`config.mk`:
```
export PLATFORM = sky130hd
export DESIGN_NAME = core_wakeup_ctrl
export DESIGN_NICKNAME = d
export VERILOG_FILES = /design/src/rtl/core_wakeup_pkg.sv /design/src/rtl/core_wakeup_ctrl.sv
export SDC_FILE = /design/constraint.sdc
export NUM_CORES = 1
export LEC_CHECK = 0
export ABC_CLOCK_PERIOD_IN_PS = 4900
export BUFFER_PORTS_ARGS = -buffer_cell sky130_fd_sc_hd__clkbuf_2
export CELL_PAD_IN_SITES_DETAIL_PLACEMENT = 1
export CELL_PAD_IN_SITES_GLOBAL_PLACEMENT = 1
export CORE_MARGIN = 2
export CORE_UTILIZATION = 51
export CTS_BUF_LIST = sky130_fd_sc_hd__clkbuf_8
export CTS_CLUSTER_DIAMETER = 100
export CTS_CLUSTER_SIZE = 25
export DETAILED_ROUTE_END_ITERATION = 8
export PLACE_DENSITY_LB_ADDON = 0.08
export SLEW_MARGIN = 20
export SYNTH_ARGS = -nofsm -noshare
export SYNTH_HDL_FRONTEND = slang
export SYNTH_SLANG_ARGS = --single-unit
export TNS_END_PERCENT = 50
```
`constraint.sdc`:
```
create_clock -name clk_i -period 4.9 [get_ports clk_i]
set_input_delay 0.245 -clock clk_i [delete_from_list [all_inputs] [get_ports clk_i]]
set_output_delay 0.245 -clock clk_i [all_outputs]
set_load 0.02 [all_outputs]
```
`src/rtl/core_wakeup_pkg.sv`:
```
// Shared types for the per-tile core wake-up sequencer.
package core_wakeup_pkg;

    typedef enum logic [2:0] {
        StInit  = 3'd0,
        StSleep = 3'd1,
        StRun   = 3'd2,
        StDrain = 3'd3,
        StHold  = 3'd4
    } wakeup_state_e;

    // Bits needed to count 0..max-1 over the three phase lengths, never below one.
    function automatic int unsigned cnt_width(int unsigned a, int unsigned b, int unsigned c);
        int unsigned m;
        m = a;
        if (b > m) m = b;
        if (c > m) m = c;
        return (m > 1) ? $clog2(m) : 1;
    endfunction

endpackage

```
`src/rtl/core_wakeup_ctrl.sv`:
```
// Core reset sequencer: SRAM-init wait, optional wake-IRQ gate, soft-reset drain/hold/ack.
// Define CORE_WAKEUP_IRQ_GATE_EN to hold the core in SLEEP until the first wake interrupt.
module core_wakeup_ctrl
    import core_wakeup_pkg::*;
#(
    parameter int unsigned WaitCycles  = 32768,
    parameter int unsigned DrainCycles = 256,
    parameter int unsigned HoldCycles  = 16
) (
    input  logic       clk_i,
    input  logic       rst_ni,
    input  logic       sram_init_done_i,
    input  logic       wake_irq_i,
    input  logic       soft_rst_req_i,
    input  logic       core_idle_i,
    output logic       core_rst_no,
    output logic       soft_rst_ack_o,
    output logic       drain_timeout_o,
    output logic [2:0] state_o
);

    localparam int unsigned CntWidth = cnt_width(WaitCycles, DrainCycles, HoldCycles);
    localparam logic [CntWidth-1:0] WaitLast  = CntWidth'(WaitCycles - 1);
    localparam logic [CntWidth-1:0] DrainLast = CntWidth'(DrainCycles - 1);
    localparam logic [CntWidth-1:0] HoldLast  = CntWidth'(HoldCycles - 1);

`ifdef CORE_WAKEUP_IRQ_GATE_EN
    localparam wakeup_state_e InitExit = StSleep;
    logic wake_pending_q, wake_pending_d;
`else
    localparam wakeup_state_e InitExit = StRun;
    logic unused_wake_irq;
    assign unused_wake_irq = wake_irq_i;
`endif

    wakeup_state_e        state_q, state_d;
    logic [CntWidth-1:0]  cnt_q, cnt_d;
    logic                 core_rst_q, core_rst_d;
    logic                 ack_q, ack_d;
    logic                 timeout_q, timeout_d;
    logic                 req_armed_q, req_armed_d;

    // State register
    always_ff @(posedge clk_i or negedge rst_ni) begin
        if (!rst_ni) begin
            state_q <= StInit;
        end else begin
            state_q <= state_d;
        end
    end

    // Next-state logic
    always_comb begin
        state_d = state_q;
        case (state_q)
            StInit: begin
                if (cnt_q == WaitLast && sram_init_done_i) state_d = InitExit;
            end
`ifdef CORE_WAKEUP_IRQ_GATE_EN
            StSleep: begin
                if (wake_irq_i || wake_pending_q) state_d = StRun;
            end
`endif
            StRun: begin
                if (soft_rst_req_i && req_armed_q) state_d = StDrain;
            end
            StDrain: begin
                if (core_idle_i || cnt_q == DrainLast) state_d = StHold;
            end
            StHold: begin
                if (cnt_q == HoldLast) state_d = StRun;
            end
            default: state_d = StInit;
        endcase
    end

    // Shared phase counter: cleared on any state change, saturating per phase
    always_comb begin
        cnt_d = cnt_q;
        if (state_d != state_q) begin
            cnt_d = '0;
        end else begin
            case (state_q)
                StInit:  if (cnt_q != WaitLast)  cnt_d = cnt_q + CntWidth'(1);
                StDrain: if (cnt_q != DrainLast) cnt_d = cnt_q + CntWidth'(1);
                StHold:  if (cnt_q != HoldLast)  cnt_d = cnt_q + CntWidth'(1);
                default: cnt_d = cnt_q;
            endcase
        end
    end

    // Output and flag next-state logic, all driven from transitions
    always_comb begin
        core_rst_d  = core_rst_q;
        ack_d       = 1'b0;
        timeout_d   = timeout_q;
        req_armed_d = req_armed_q;
        if (state_d == StRun && state_q != StRun) core_rst_d = 1'b1;
        if (state_d == StHold && state_q != StHold) begin
            core_rst_d = 1'b0;
            timeout_d  = !core_idle_i;
        end
        if (state_q == StHold && state_d == StRun) ack_d = 1'b1;
        // A held request must drop at least once before it can trigger again
        if (!soft_rst_req_i) begin
            req_armed_d = 1'b1;
        end else if (ack_d) begin
            req_armed_d = 1'b0;
        end
    end

`ifdef CORE_WAKEUP_IRQ_GATE_EN
    always_comb begin
        wake_pending_d = wake_pending_q;
        if (state_q == StInit && wake_irq_i) wake_pending_d = 1'b1;
        if (state_d == StRun && state_q != StRun) wake_pending_d = 1'b0;
    end

    always_ff @(posedge clk_i or negedge rst_ni) begin
        if (!rst_ni) begin
            wake_pending_q <= 1'b0;
        end else begin
            wake_pending_q <= wake_pending_d;
        end
    end
`endif

    always_ff @(posedge clk_i or negedge rst_ni) begin
        if (!rst_ni) begin
            cnt_q       <= '0;
            core_rst_q  <= 1'b0;
            ack_q       <= 1'b0;
            timeout_q   <= 1'b0;
            req_armed_q <= 1'b1;
        end else begin
            cnt_q       <= cnt_d;
            core_rst_q  <= core_rst_d;
            ack_q       <= ack_d;
            timeout_q   <= timeout_d;
            req_armed_q <= req_armed_d;
        end
    end

    assign core_rst_no     = core_rst_q;
    assign soft_rst_ack_o  = ack_q;
    assign drain_timeout_o = timeout_q;
    assign state_o         = state_q;

endmodule

```
==> impl_metrics.env, run 1 <==
export IMPL_status="completed"
export IMPL_ant_nets=0
export IMPL_synth_edf_count=0
export IMPL_worst_pin_slew_ns=0.753
export IMPL_htreeDepth=1
export IMPL_worst_r2r_endpoint="cnt_q[2]"
export IMPL_die_x_um=53.6
export IMPL_fin_ws_ns=2.18
export IMPL_ir_drop_v=0.000225
export IMPL_multi_input_area_um2=661
export IMPL_whs_path_depth=2
export IMPL_syn_area_per_cell_um2=9.94
export IMPL_cts_buffers=3
export IMPL_hold_end="req_armed_q"
export IMPL_synth_seq_cells=22
export IMPL_cts_tree="yes"
export IMPL_slew_limit_headroom=0.493
export IMPL_crit_type="reg -> reg"
export IMPL_synth_area_leaders="dfrtp_1, xnor2_1, nor2_1, nand3_1, nand2_1"
export IMPL_synthesis_area_um2=1250
export IMPL_power_per_cell_area_nw_per_um2=263
export IMPL_drt_initial_drc_count=9
export IMPL_first_pass_iters=4
export IMPL_seq_area_frac_synth=0.441
export IMPL_synth_nets=133
export IMPL_gr_total_overflow=0
export IMPL_synth_top_cell_area_share=0.420
export IMPL_timing_reg2reg_worst_path_depth=5
export IMPL_hold_viol=0
export IMPL_ys_async_sr_fraction=1.00
export IMPL_area_delta_synth_final_pct=10.7
export IMPL_via_count=990
export IMPL_clockBufferDepth=2
export IMPL_reg2reg_from="cnt_q[10]"
export IMPL_hold_path_startpoint="soft_rst_req_i"
export IMPL_clock_sinks=22
export IMPL_drc=0
export IMPL_whs_ns=0.150
export IMPL_vias_per_cell=6.00
export IMPL_layout_common_cells="dfrtp_1, nor2_1, xnor2_1, nand2_1, clkbuf_2"
export IMPL_num_antenna_cells=0
export IMPL_fillers=263
export IMPL_min_period_over_period=0.556
export IMPL_slew_viol_final=0
export IMPL_worstSetupStartpointType="flop"
export IMPL_dieArea_um2=2870
export IMPL_seq_area_um2=552
export IMPL_clock_latency_ns=0.27
export IMPL_grt_antenna_before_repair=0
export IMPL_cts_setup_buffers=0
export IMPL_fin_worst_skew_ns=0.00298
export IMPL_leakagePower_nw=0.574
export IMPL_rsz0062_at_grt="no"
export IMPL_arrival_ns=2.85
export IMPL_max_freq_mhz=367
export IMPL_root_buffer="clkbuf_8"
export IMPL_r2r_setup_slack_ns=2.18
export IMPL_final_common_cell="dfrtp_1"
export IMPL_drt_total_wl_um=3110
export IMPL_num_nets_final=145
export IMPL_synth_cell_types=38
export IMPL_core_um2=2280
export IMPL_drive_gt1_frac=0.226
export IMPL_setup_tns_ns=0
export IMPL_yosys_area_top_type="dfrtp_1"
export IMPL_min_period_ns=2.72
export IMPL_ios=12
export IMPL_initial_core_util=0.550
export IMPL_fin_util=0.609
export IMPL_cp_max_fo=15
export IMPL_grt_max_degree=23
export IMPL_min_path_type="in -> reg"
export IMPL_crit_path_end_kind="flop"
export IMPL_clk_pin_slew_worst_paths_ns=0.08
export IMPL_gp_congestion=0.800
export IMPL_dp_hpwl_um=2110
export IMPL_maxCapViolCount=0
export IMPL_track_usage=0.263
export IMPL_die_h_um=53.6
export IMPL_required_ns=5.02
export IMPL_ys_flop_type="dfrtp_1"
export IMPL_setup_viol=0
export IMPL_place_ws_ns=2.21
export IMPL_rows=17
export IMPL_routedWlPerCell_um=18.8
export IMPL_numPortBuffers=10
export IMPL_syn_inst=126
export IMPL_grt_pass1_vias=1063
export IMPL_ys_warnings_count=0
export IMPL_grt_pass1_wl_um=5310
-- layer usage --
layer	vias to the layer above	track usage	share of wire
met5	-	0	0
li1	479	-	-
met3	9	0.0389	0.020
met4	0	0.0897	0.021
met2	14	0.444	0.49
met1	488	0.345	0.47
-- power breakdown --
group	internal [W]	switching (W)	total, W
Combinational	0.00000292	0.00000646	0.00000939
Clock	0.000109	0.0000627	0.000172
Sequential	0.000182	0.000000518	0.000183
-- synth_stat cells, types with 2 or more instances --
| cell type | count |
|---|---|
| o31ai_1 | 2 |
| inv_1 | 2 |
| nand3_1 | 8 |
| nor3_2 | 2 |
| nor4_2 | 3 |
| xnor2_1 | 11 |
| nor4b_1 | 2 |
| dfrtp_1 | 21 |
| o21ai_0 | 3 |
| nand2_1 | 10 |
| or4_1 | 3 |
| o21bai_1 | 2 |
| nand4_1 | 4 |
| buf_2 | 2 |
| xnor2_2 | 2 |
| nor4_1 | 5 |
| nor3_1 | 3 |
| a21oi_1 | 3 |
| nor2_1 | 19 |
-- repair_timing --
item | in CTS | in global routing
gates resized for setup | 0 | 0
endpoints found under the hold margin | 21 | 0
hold buffers | 1 | 0
-- how the worst max path moves through the flow --
stage	from	to	slack, ns
2_1_floorplan	cnt_q[10]	cnt_q[6]	2.69
3_3_place_gp	cnt_q[10]	cnt_q[13]	2.39
3_5_place_dp	cnt_q[10]	cnt_q[11]	2.21
4_1_cts	cnt_q[10]	cnt_q[2]	2.14
5_1_grt	cnt_q[0]	cnt_q[11]	1.94
6_report	cnt_q[10]	cnt_q[2]	2.18
-- cells by family after synthesis --
| kind of cell | count (synthesis) | synth area share |
|---|---|---|
| and+or+nand+nor | 68 | 0.318 |
| DFF | 22 | 0.441 |
| AOI/OAI and AO/OA | 16 | 0.0969 |
| xor gates and xnor gates | 13 | 0.103 |
| buffers and inverters | 6 | 0.0320 |
| adders and majority gates | 1 | 0.00999 |
-- registers in the layout (all words and copies together) (netlist names) --
register and count:
state_o 3, core_rst_no 1, drain_timeout_o 1, cnt_q 15
soft_rst_ack_o 1, req_armed_q 1
-- worst max-delay path, stage by stage, from the launching register on --
cell	delay (ns)
dfrtp_1	0.45
or4_1	0.59
nor4_1	0.60
nor3_1	0.21
o21ai_2	0.59
nor2_1	0.14
-- metrics by stage --
step	power, W	std cells	cell area [um2]
final	0.000364	165	1390
after floorplan	0.000189	126	1250
after detailed placement	0.000195	160	1310
after global placement	0.000195	160	1310
after CTS	0.000365	165	1390
after global routing	0.000378	165	1390
-- area by class of cell --
type / instances / share of cell area
clock inverters: 1 / 0.0217
flip-flops and latches: 22 / 0.398
clock buffers: 3 / 0.0298
repair buffers: 11 / 0.0433
multi-input cells: 98 / 0.477
well taps: 28 / 0.0253
inverters: 2 / 0.00542
No activity file was read; power rests on OpenSTA's default activity.
==> run 2: changes to the inputs <==
--- a/config.mk
+++ b/config.mk
@@ -5,12 +5,13 @@
 export SDC_FILE = /design/constraint.sdc
 export NUM_CORES = 1
 export LEC_CHECK = 0
-export ABC_CLOCK_PERIOD_IN_PS = 4900
+export ABC_AREA = 1
+export ABC_CLOCK_PERIOD_IN_PS = 2700
 export BUFFER_PORTS_ARGS = -buffer_cell sky130_fd_sc_hd__clkbuf_2
 export CELL_PAD_IN_SITES_DETAIL_PLACEMENT = 1
 export CELL_PAD_IN_SITES_GLOBAL_PLACEMENT = 1
 export CORE_MARGIN = 2
-export CORE_UTILIZATION = 51
+export CORE_UTILIZATION = 45
 export CTS_BUF_LIST = sky130_fd_sc_hd__clkbuf_8
 export CTS_CLUSTER_DIAMETER = 100
 export CTS_CLUSTER_SIZE = 25
==> constraint.sdc (replaced) <==
create_clock -name clk_i -period 2.7 [get_ports clk_i]
set_input_delay 0.135 -clock clk_i [delete_from_list [all_inputs] [get_ports clk_i]]
set_output_delay 0.135 -clock clk_i [all_outputs]
set_load 0.02 [all_outputs]
==> run 2 against run 1 <==
- core utilization fell by 7.8 points
- routed wire length shrank 9.3%
- critical endpoint is now cnt_q[11]
- die area is 17% higher
- first-iteration DRC count rose to 4.8 times the previous value
- register-to-register slack lost 1.4 ns
- clock-buffer cell count grew 1
==> impl_metrics.env, run 2 <==
export IMPL_grt_max_degree=23
export IMPL_cts_tree="yes"
export IMPL_synth_top_cell_area_share=0.400
export IMPL_cts_setup_buffers=0
export IMPL_area_delta_synth_final_pct=11.6
export IMPL_place_ws_ns=0.805
export IMPL_yosys_area_top_type="dfrtp_1"
export IMPL_synth_seq_cells=22
export IMPL_max_freq_mhz=523
export IMPL_cp_max_fo=13
export IMPL_placed_area_um2=1390
export IMPL_reg2reg_from="cnt_q[0]"
export IMPL_max_stage_delay_ns=0.39
export IMPL_synth_nets=170
export IMPL_power_frac_comb=0.022
export IMPL_ys_flop_type="dfrtp_1"
export IMPL_synth_area_leaders="dfrtp_1, nand2_1, nor2_1, inv_1, nand3_1"
export IMPL_slew_limit_headroom=0.472
export IMPL_power_per_cell_area_nw_per_um2=396
export IMPL_setup_viol=0
export IMPL_whs_ns=0.0790
export IMPL_regMostFlops="cnt_q"
export IMPL_slew_viol_final=0
export IMPL_seq_area_frac_synth=0.420
export IMPL_track_usage=0.201
export IMPL_min_period_over_period=0.709
export IMPL_ir_drop_v=0.000300
export IMPL_swShare=0.202
export IMPL_numPortBuffers=10
export IMPL_synth_edf_count=0
export IMPL_synth_most_common_cell="nand2_1"
export IMPL_grt_antenna_before_repair=0
export IMPL_clock_sinks=22
export IMPL_fin_worst_skew_ns=0.00162
export IMPL_die_x_um=58.0
export IMPL_whs_path_depth=2
export IMPL_cpMostUsedCell="nand3_2"
export IMPL_yosys_top_cells_count="nand2_1, nor2_1, dfrtp_1"
export IMPL_hold_path_startpoint="core_idle_i"
export IMPL_initial_core_util=0.476
export IMPL_dieArea_um2=3360
export IMPL_setup_tns_ns=0
export IMPL_maxCapViolCount=0
export IMPL_worst_pin_slew_ns=0.785
export IMPL_rsz0062_at_grt="no"
export IMPL_ant_nets=0
export IMPL_syn_area_per_cell_um2=8.05
export IMPL_synthesis_area_um2=1310
export IMPL_hold_end="drain_timeout_o"
export IMPL_critPathSlowestCell="dfrtp_1"
export IMPL_num_nets_final=186
export IMPL_ys_async_sr_fraction=1.00
export IMPL_worstSetupStartpointType="flop"
export IMPL_status="completed"
export IMPL_required_ns=2.86
export IMPL_final_cells=209
export IMPL_crit_path_end_kind="flop"
export IMPL_clock_latency_ns=0.26
export IMPL_die_h_um=58.0
export IMPL_core_um2=2760
export IMPL_cts_buffers=3
export IMPL_drt_initial_drc_count=43
export IMPL_vias_per_cell=5.15
export IMPL_dr_max_layer_used="met4"
export IMPL_wl_met2_um=1450
export IMPL_root_buffer="clkbuf_8"
export IMPL_power_internal_w=0.000464
export IMPL_dp_cells=203
export IMPL_ys_warnings_count=0
export IMPL_wl_met1_um=1230
export IMPL_num_antenna_cells=0
export IMPL_pwr_share_seq=0.567
export IMPL_htreeDepth=1
export IMPL_min_period_ns=1.91
export IMPL_drive_gt1_frac=0.253
export IMPL_grt_pass1_vias=1158
export IMPL_syn_inst=163
export IMPL_synth_cell_types=29
export IMPL_arrival_ns=2.07
export IMPL_clockBufferDepth=2
export IMPL_hold_viol=0
export IMPL_drt_total_wl_um=2820
export IMPL_cp_top_family="simple AND/OR/NAND/NOR gates"
export IMPL_final_common_cell="nand2_1"
export IMPL_grt_pass1_wl_um=5150
export IMPL_worst_r2r_endpoint="cnt_q[11]"
export IMPL_routedWlPerCell_um=13.5
export IMPL_routed_wl_met3_um=72
export IMPL_timing_reg2reg_worst_path_depth=12
export IMPL_dp_hpwl_um=2160
export IMPL_r2r_setup_slack_ns=0.79
export IMPL_pwr_share_clk=0.411
export IMPL_leakagePower_nw=0.809
export IMPL_layout_common_cells="nand2_1, nor2_1, dfrtp_1, inv_1, nand3_1"
export IMPL_drc=0
export IMPL_crit_type="reg -> reg"
export IMPL_largest_register_ffs=15
export IMPL_rows=19
export IMPL_ios=12
export IMPL_clk_pin_slew_worst_paths_ns=0.08
export IMPL_p_sw_w=0.000117
export IMPL_min_path_type="in -> reg"
export IMPL_path_buf_inv=2
export IMPL_fin_ws_ns=0.786
export IMPL_gp_congestion=0.778
export IMPL_first_pass_iters=4
export IMPL_gr_total_overflow=0
export IMPL_final_area_um2=1470
export IMPL_via_count=1076
export IMPL_crit_chain="ha_1, nand3_2, nor2_1, nand3_2, nand2_1, inv_2, nand3_2, nand2_2, nand3_4, inv_2, nand2_1, nor2_1"
## run 2: worst max-delay path by stage
stage | depth (start not counted) | to | start
floorplan | 11 | cnt_q[12] | cnt_q[0]
global placement | 12 | cnt_q[12] | cnt_q[0]
detailed placement | 12 | cnt_q[12] | cnt_q[0]
CTS | 12 | cnt_q[12] | cnt_q[0]
global route | 12 | cnt_q[9] | cnt_q[0]
finish | 12 | cnt_q[11] | cnt_q[0]
## run 2: routing by layer
metal	vias up	global-route usage
met1	508	0.237
met5	-	0
met4	0	0.0764
met2	18	0.365
met3	11	0.0290
li1	539	-
## run 2: cell families (layout without fill, tap and decap cells)
group,Yosys count,after routing,synth area share
buf+inv,27,42,0.0829
flops,22,22,0.420
xor+xnor,6,6,0.0400
simple gates,96,96,0.398
fa+ha+maj,1,1,0.00953
compound gates,11,11,0.0486
## run 2: through the flow
stage | utilization | power (W)
floorplan | - | 0.000337
global placement | 0.504 | 0.000347
detailed placement | 0.504 | 0.000347
CTS | 0.531 | 0.000592
global route | 0.531 | 0.000602
finish | 0.531 | 0.000581
## run 2: area by class of cell
type / instances / area (um2)
Clock buffer: 4 / 55.1
Fill cell: 357 / 1290
Inverter: 26 / 97.6
Multi-Input combinational cell: 114 / 652
Sequential cell: 22 / 552
Tap cell: 31 / 38.8
Timing Repair Buffer: 12 / 70.1
## run 2: what timing repair did
| action | CTS | global route |
|---|---|---|
| gates resized for setup | 0 | 0 |
| setup endpoints to repair | 0 | 0 |
| hold buffers | 2 | 0 |
| endpoints found under the hold margin | 22 | 0 |
## run 2: power groups by stage
stage / registers (W) / logic (W) / clock network (W)
final: 0.000329 / 0.0000128 / 0.000239
after global routing: 0.000329 / 0.0000156 / 0.000257
after CTS: 0.000329 / 0.0000137 / 0.000249
after detailed placement: 0.000336 / 0.0000116 / 0
after global placement: 0.000336 / 0.0000111 / 0
after floorplan: 0.000336 / 0.00000134 / 0
